===== config.mk =====
export PLATFORM = sky130hd
export DESIGN_NAME = wallace_five
export DESIGN_NICKNAME = d
export VERILOG_FILES = /design/src/rtl/wallace_five.sv
export SDC_FILE = /design/constraint.sdc
export NUM_CORES = 1
export LEC_CHECK = 0
export BUFFER_PORTS_ARGS = -buffer_cell sky130_fd_sc_hd__buf_2
export CAP_MARGIN = 20
export CORE_ASPECT_RATIO = 0.9
export CORE_MARGIN = 2
export CORE_UTILIZATION = 35
export DETAILED_ROUTE_END_ITERATION = 10
export SLEW_MARGIN = 20
export SYNTH_ARGS = -nofsm -noshare
export SYNTH_HDL_FRONTEND = slang
export SYNTH_SLANG_ARGS = --single-unit

===== constraint.sdc =====
create_clock -name clock -period 0.8 [get_ports clock]
set_input_delay 0.08 -clock clock [delete_from_list [all_inputs] [get_ports clock]]
set_output_delay 0.08 -clock clock [all_outputs]
set_load 0.02 [all_outputs]

===== src/rtl/wallace_five.sv =====
// wallace_five: registered 5x5 unsigned Wallace-tree multiplier (partial products, CSA reduction, ripple add).
// Define WALLACE_FIVE_PIPE_EN to register the two reduced rows before the final adder (latency 2).
module wallace_five_ha (
  input  logic a_i,
  input  logic b_i,
  output logic s_o,
  output logic c_o
);
  assign s_o = a_i ^ b_i;
  assign c_o = a_i & b_i;
endmodule

module wallace_five_fa (
  input  logic a_i,
  input  logic b_i,
  input  logic c_i,
  output logic s_o,
  output logic c_o
);
  logic x;
  assign x   = a_i ^ b_i;
  assign s_o = x ^ c_i;
  assign c_o = (a_i & b_i) | (x & c_i);
endmodule

module wallace_five (
  input  logic       clock,
  input  logic       resetn,
  input  logic [4:0] in1,
  input  logic [4:0] in2,
  output logic [9:0] out
);
  logic [4:0][4:0] pp;
  logic s1a_s, s1a_c, s1b_s, s1b_c, s1c_s, s1c_c, s1d_s, s1d_c, s1e_s, s1e_c, s1f_s, s1f_c;
  logic s2a_s, s2a_c, s2b_s, s2b_c, s2c_s, s2c_c, s2d_s, s2d_c;
  logic s3a_s, s3a_c, s3b_s, s3b_c;
  logic [9:0] row_a_d, row_b_d, add_a, add_b, out_d, out_q;
  logic [9:0] cy;

  // pp[i][j] carries weight 2^(i+j): row i is in1 gated by in2[i]
  for (genvar i = 0; i < 5; i++) begin : g_pp
    assign pp[i] = in1 & {5{in2[i]}};
  end

  wallace_five_fa u_s1a (.a_i(pp[0][2]), .b_i(pp[1][1]), .c_i(pp[2][0]), .s_o(s1a_s), .c_o(s1a_c));
  wallace_five_fa u_s1b (.a_i(pp[0][3]), .b_i(pp[1][2]), .c_i(pp[2][1]), .s_o(s1b_s), .c_o(s1b_c));
  wallace_five_fa u_s1c (.a_i(pp[0][4]), .b_i(pp[1][3]), .c_i(pp[2][2]), .s_o(s1c_s), .c_o(s1c_c));
  wallace_five_ha u_s1d (.a_i(pp[3][1]), .b_i(pp[4][0]), .s_o(s1d_s), .c_o(s1d_c));
  wallace_five_fa u_s1e (.a_i(pp[1][4]), .b_i(pp[2][3]), .c_i(pp[3][2]), .s_o(s1e_s), .c_o(s1e_c));
  wallace_five_fa u_s1f (.a_i(pp[2][4]), .b_i(pp[3][3]), .c_i(pp[4][2]), .s_o(s1f_s), .c_o(s1f_c));

  wallace_five_fa u_s2a (.a_i(s1b_s), .b_i(pp[3][0]), .c_i(s1a_c), .s_o(s2a_s), .c_o(s2a_c));
  wallace_five_fa u_s2b (.a_i(s1c_s), .b_i(s1d_s), .c_i(s1b_c), .s_o(s2b_s), .c_o(s2b_c));
  wallace_five_fa u_s2c (.a_i(s1e_s), .b_i(pp[4][1]), .c_i(s1c_c), .s_o(s2c_s), .c_o(s2c_c));
  wallace_five_fa u_s2d (.a_i(pp[3][4]), .b_i(pp[4][3]), .c_i(s1f_c), .s_o(s2d_s), .c_o(s2d_c));

  wallace_five_fa u_s3a (.a_i(s2c_s), .b_i(s1d_c), .c_i(s2b_c), .s_o(s3a_s), .c_o(s3a_c));
  wallace_five_fa u_s3b (.a_i(s1f_s), .b_i(s1e_c), .c_i(s2c_c), .s_o(s3b_s), .c_o(s3b_c));

  assign row_a_d = {1'b0, pp[4][4], s2d_s, s3b_s, s3a_s, s2b_s, s2a_s, s1a_s, pp[0][1], pp[0][0]};
  assign row_b_d = {1'b0, s2d_c, s3b_c, s3a_c, 1'b0, s2a_c, 2'b00, pp[1][0], 1'b0};

`ifdef WALLACE_FIVE_PIPE_EN
  logic [9:0] row_a_q, row_b_q;
  always_ff @(posedge clock or negedge resetn)
    if (!resetn) begin
      row_a_q <= '0;
      row_b_q <= '0;
    end else begin
      row_a_q <= row_a_d;
      row_b_q <= row_b_d;
    end
  assign add_a = row_a_q;
  assign add_b = row_b_q;
`else
  assign add_a = row_a_d;
  assign add_b = row_b_d;
`endif

  assign cy[0] = 1'b0;
  for (genvar k = 0; k < 9; k++) begin : g_cpa
    wallace_five_fa u_cpa (.a_i(add_a[k]), .b_i(add_b[k]), .c_i(cy[k]), .s_o(out_d[k]), .c_o(cy[k+1]));
  end
  // 31*31 < 1024, so the top bit never produces a carry
  assign out_d[9] = add_a[9] ^ add_b[9] ^ cy[9];

  always_ff @(posedge clock or negedge resetn)
    if (!resetn) out_q <= '0;
    else out_q <= out_d;

  assign out = out_q;
endmodule


Word-level counts from Yosys, hierarchy flattened
Cells that the tools add are included.
- bits in registers: 10
- input port bits: 12
- output and inout bits: 10
- logic and storage cells: 91
- bitwise operators: 90
- operators with widths (cell ; count):
    1-bit bitwise AND ; 35
    1-bit XOR ; 35
    5-bit bitwise AND ; 5
    1-bit bitwise OR ; 15

Logic depth before layout (Yosys ltp)
- depth after elaboration: 16
- mapped depth: 10
- gate-level depth less buffers: 10

Cells and area by module
Synthesis repeated with hierarchy kept, for this count alone.
- cells, all modules: 57
- area total of the unflattened synthesis: 823.3 sq um
- modules (own cells, without submodules) (module ; times used ; cells each ; area each (sq um)):
    wallace_five ; 1 ; 36 ; 410.4
    wallace_five_fa ; 20 ; 1 ; 20.0
    wallace_five_ha ; 1 ; 1 ; 12.5

Worst setup path after synthesis
Ideal clock, no wire load.
- kind: input to register
- from: input in2[0]
- to: register out_q[8] (netlist: out[8])
- setup time: 0.135 ns
- arrival time: 3.117 ns
- slack: -2.453 ns
- cell stages on the path: 10
- cells stage by stage: nand2_1 -> fa_1 -> fa_1 -> inv_1 -> ha_1 -> fa_1 -> ha_1 -> fa_1 -> fa_1 -> fa_1
- cells in the longest elaborated chain, start to end: 15
- elaborated cells on any way between the ends: 54
- those cells by class: bitwise (54)
- ends and longest elaborated chain (what ; RTL line ; source):
    from (decl) ; 30 ; input logic [4:0] in2,
    5-bit bitwise AND (*) ; 42 ; assign pp[i] = in1 & {5{in2[i]}};
    1-bit XOR ; 21 ; assign x = a_i ^ b_i;
    1-bit XOR or 1-bit bitwise AND (tied branches) ; 22, 23 ;
    1-bit XOR or 1-bit bitwise OR (tied branches) ; 21, 23 ;
    1-bit bitwise AND ; 23 ; assign c_o = (a_i & b_i) | (x & c_i);
    1-bit bitwise OR ; 23 ;
    1-bit XOR ; 21 ;
    1-bit bitwise AND ; 23 ;
    1-bit bitwise OR ; 23 ;
    1-bit bitwise AND (2 in series) ; 23 ;
    1-bit bitwise OR ; 23 ;
    1-bit bitwise AND ; 23 ;
    1-bit bitwise OR (*) ; 23 ;
    1-bit XOR (*) ; 22 ; assign s_o = x ^ c_i;
    net g_cpa[8].u_cpa.s_o ; 17 ; output logic s_o,
    to (signal assigned) ; 89 ; else out_q <= out_d;
    to (decl) ; 37 ; logic [9:0] row_a_d, row_b_d, add_a, add_b, out_d, out_q;
Mark *: on every way through the listed nets, which the timed path passes. The rest lies on a longest branch.

Final worst setup path
- from: input in2[2]
- to: register out_q[8] (netlist: out[8])
- cells in the longest elaborated chain, start to end: 14
- elaborated cells on any way between the ends: 65
- those cells by class: bitwise (65)
- ends and longest elaborated chain (what ; RTL line):
    5-bit bitwise AND (*) ; 42
    1-bit XOR (tied with other cells) ; 21
    1-bit XOR (tied with other cells) ; 22
    1-bit XOR or 1-bit bitwise AND (tied branches) ; 21, 23
    1-bit XOR or 1-bit bitwise OR (tied branches) ; 22, 23
    1-bit XOR ; 21
    1-bit bitwise AND ; 23
    1-bit bitwise OR ; 23
    1-bit XOR or 1-bit bitwise AND (tied branches) ; 21, 23
    1-bit bitwise AND ; 23
    1-bit bitwise OR ; 23
    1-bit bitwise AND ; 23
    1-bit bitwise OR ; 23
    1-bit XOR (*) ; 22
    net g_cpa[8].u_cpa.s_o ; 17
Marked as above.

==> results summary <==
The run finished, with violations left. The checks that failed: negative setup slack. After synthesis, the largest family of logic cells by area is adder cells. The number of remaining DRC errors is 0. The die width is 53.5 um.

In this run the number of H-tree levels came out at 1. The number of distinct library cells after synthesis is 6. The number of max-cap violations came out at 0.

Summed over all layers, the routed wires come to 1460 um. The cell area after placement came out at 1040 sq um. After Yosys synthesis, and, or, nand and nor cells account for 14.4% of the synthesized area.

The largest fanout on the critical path came out at 5. The transition time of the tightest slew-check pin came out at 225 ps. The final hold violation count was 0. The fmax is 341 MHz. STA classifies the critical path startpoint as a primary input.

The antenna cell count is 0. The max-slew violation count is 0. The worst hold path belongs to the class primary input to flip-flop. The pin count of the biggest net entering global routing is 11. Setup repair after global routing could not meet its margin everywhere.

Once layout is complete, the utilization of the core stands at 58.8%. The wire length per cell after detailed routing came out at 11.3 um. The initial antenna violation count is 0.

The summed negative setup slack over all endpoints came out at -10380 ps. The number of input and output port buffers inserted is 21. The area of the die came out at 2600 sq um. The worst vdd rail ir drop came out at 0.00119 V. The mux cell area share after synthesis came out at 0%. The minimum hold slack came out at 171 ps. The flop and latch count out of synthesis is 10. The number of top-level design ports came out at 22. The flip-flop count of the largest register, all copies and words added came out at 10.

Dividing the detail-routed via count by the number of cells gives 4.19. Summing over every cut layer, the via total after detailed routing is 540. For this design, the sink count on the clock tree is 10. On the critical path, the stage with the largest delay is an instance of fa_1.

The worst setup path is captured at a flip-flop. The count of nets after finishing is 136. The TritonCTS buffer count came out at 3. The total half-perimeter wirelength after legalization and detailed placement is 1240 um. The combined global-route utilization of all metal layers is 14.3%.

Among cell families on the critical path, the largest total delay comes from adder cells. The final worst setup slack is -2140 ps. The pre-CTS setup slack is -2650 ps.

The shortest period the worst path allows came out at 2940 ps. Walking the worst path, the cells encountered are buf_12, nand2_4, fa_1, fa_1, inv_2, fa_2, ha_4, fa_2, fa_2, fa_1. The post-synthesis to final-layout area growth came out at 62.9%.

TritonCTS built the clock tree. In this run, placement finished with an instance count of 124. The power after layout came out at 2.14 mW. The area fraction in compound gates after synthesis came out at 0%. Summed over all cells, the static leakage comes to 0.623 nW. The relative slew slack is 85.0%. The number of synthesis warnings came out at 0. The number of cell rows is 16. In this run the clock root is driven by a clkbuf_4. The number of buffers and inverters on the critical path came out at 2.

The number of standard cells in the layout, taps in and fillers out is 129. In the synthesized netlist, the number of instances is 68. The number of iterations in the first detailed-routing pass came out at 1. The final antenna-violating net count is 0. The mean instance size in the synthesized netlist came out at 11.4 sq um. Leaving out fill and tap cells, the most frequent cell in the layout is buf_6. The top cell types in the final layout, fill and taps aside, are buf_6 (12), fa_1 (11), buf_4 (11).

The sequential element share of the synthesized area is 32.4%. The initial utilization of the core area, before any placement, comes to 36.1%. Clock-pin slew was measured on the worst setup and hold paths at 60 ps. No sink is reached through more buffers than the 2 on the longest clock path. The required time of the worst setup path is 920 ps.

The data arrival time of the critical path is 3050 ps. The iteration-0 DRC count of the detailed router is 0. The share of final-layout standard cells stronger than drive strength 1 is 49.0%. The synthesized netlist devotes 0% of its cell area to XOR and XNOR gates. The global-route wire length before repair came out at 2640 um.

The synthesized netlist devotes 46.9% of its cell area to adder and majority cells. The final-report setup violation count is 18. The via count of the first global-routing pass is 626. The cell area after layout is 1260 sq um. The vertical die dimension is 48.6 um. Counting every net in the synthesized netlist gives 100. The ratio of final minimum period to clock period is 367%.

The critical path is of the primary input to flip-flop type. The highest cell delay on the worst timing path came out at 570 ps. At the end of routability-driven placement, the weighted congestion stood at 0.754. The number of fill cells is 181. The total power density per cell area is 1700 nW/um^2. Summing every instance area after synthesis gives 773 sq um. The total grt overflow is 0. The core box area came out at 2140 sq um.
-- timing repair --
item | 4_1_cts | 5_1_grt
hold endpoints to repair | 10 | 0
buffers inserted | 1 | 0
endpoints found under the setup margin | 18 | 18
pin swaps | 12 | 8
resized for setup | 49 | 5
hold buffers | 1 | 0
-- cell families after synthesis --
group | after synthesis
AND/OR/NAND/NOR | 25
adder cells (fa/ha/maj) | 20
buffers and inverters | 13
flip-flops | 10
-- cells in the mapped netlist, drive strengths merged --
master   n  area share [%]
nand2   18             8.7
fa      15              39
inv     13             6.3
dfrtp   10              32
and2     7             5.7
ha       5             8.1
-- report_power, final --
group	internal, mW	switching, mW
Combinational	0.573	0.545
Clock	0.172	0.134
Sequential	0.651	0.0627
Total	1.40	0.741
-- cell type report --
class	count	area, sq um	area share, %
clock buffer	3	22.5	1.79
inverter	13	48.8	3.87
multi-input combinational	45	577	45.8
sequential	10	250	19.9
tap	27	33.8	2.68
timing repair buffer	31	328	26.0
-- layer usage --
| metal | vias to the layer above | part of all wire [%] | track usage [%] |
|---|---|---|---|
| met3 | 2 | 2.9 | 0.926 |
| met5 | - | 0 | 0 |
| met4 | 0 | 1.4 | 7.69 |
| met2 | 16 | 55 | 24.3 |
| li1 | 265 | - | - |
| met1 | 257 | 40 | 17.7 |
-- path summary, 6_finish.rpt --
kind | startpoint | slack, ps | cells past startpoint | end
worst max-delay path | in2[2] | -2140 | 10 | out[8]
min in group asynchronous | resetn | 210 | 2 | out[1]
worst min-delay path | in2[0] | 170 | 3 | out[0]
max in group asynchronous | resetn | 390 | 2 | out[5]
No activity file was read; power rests on OpenSTA's default activity.
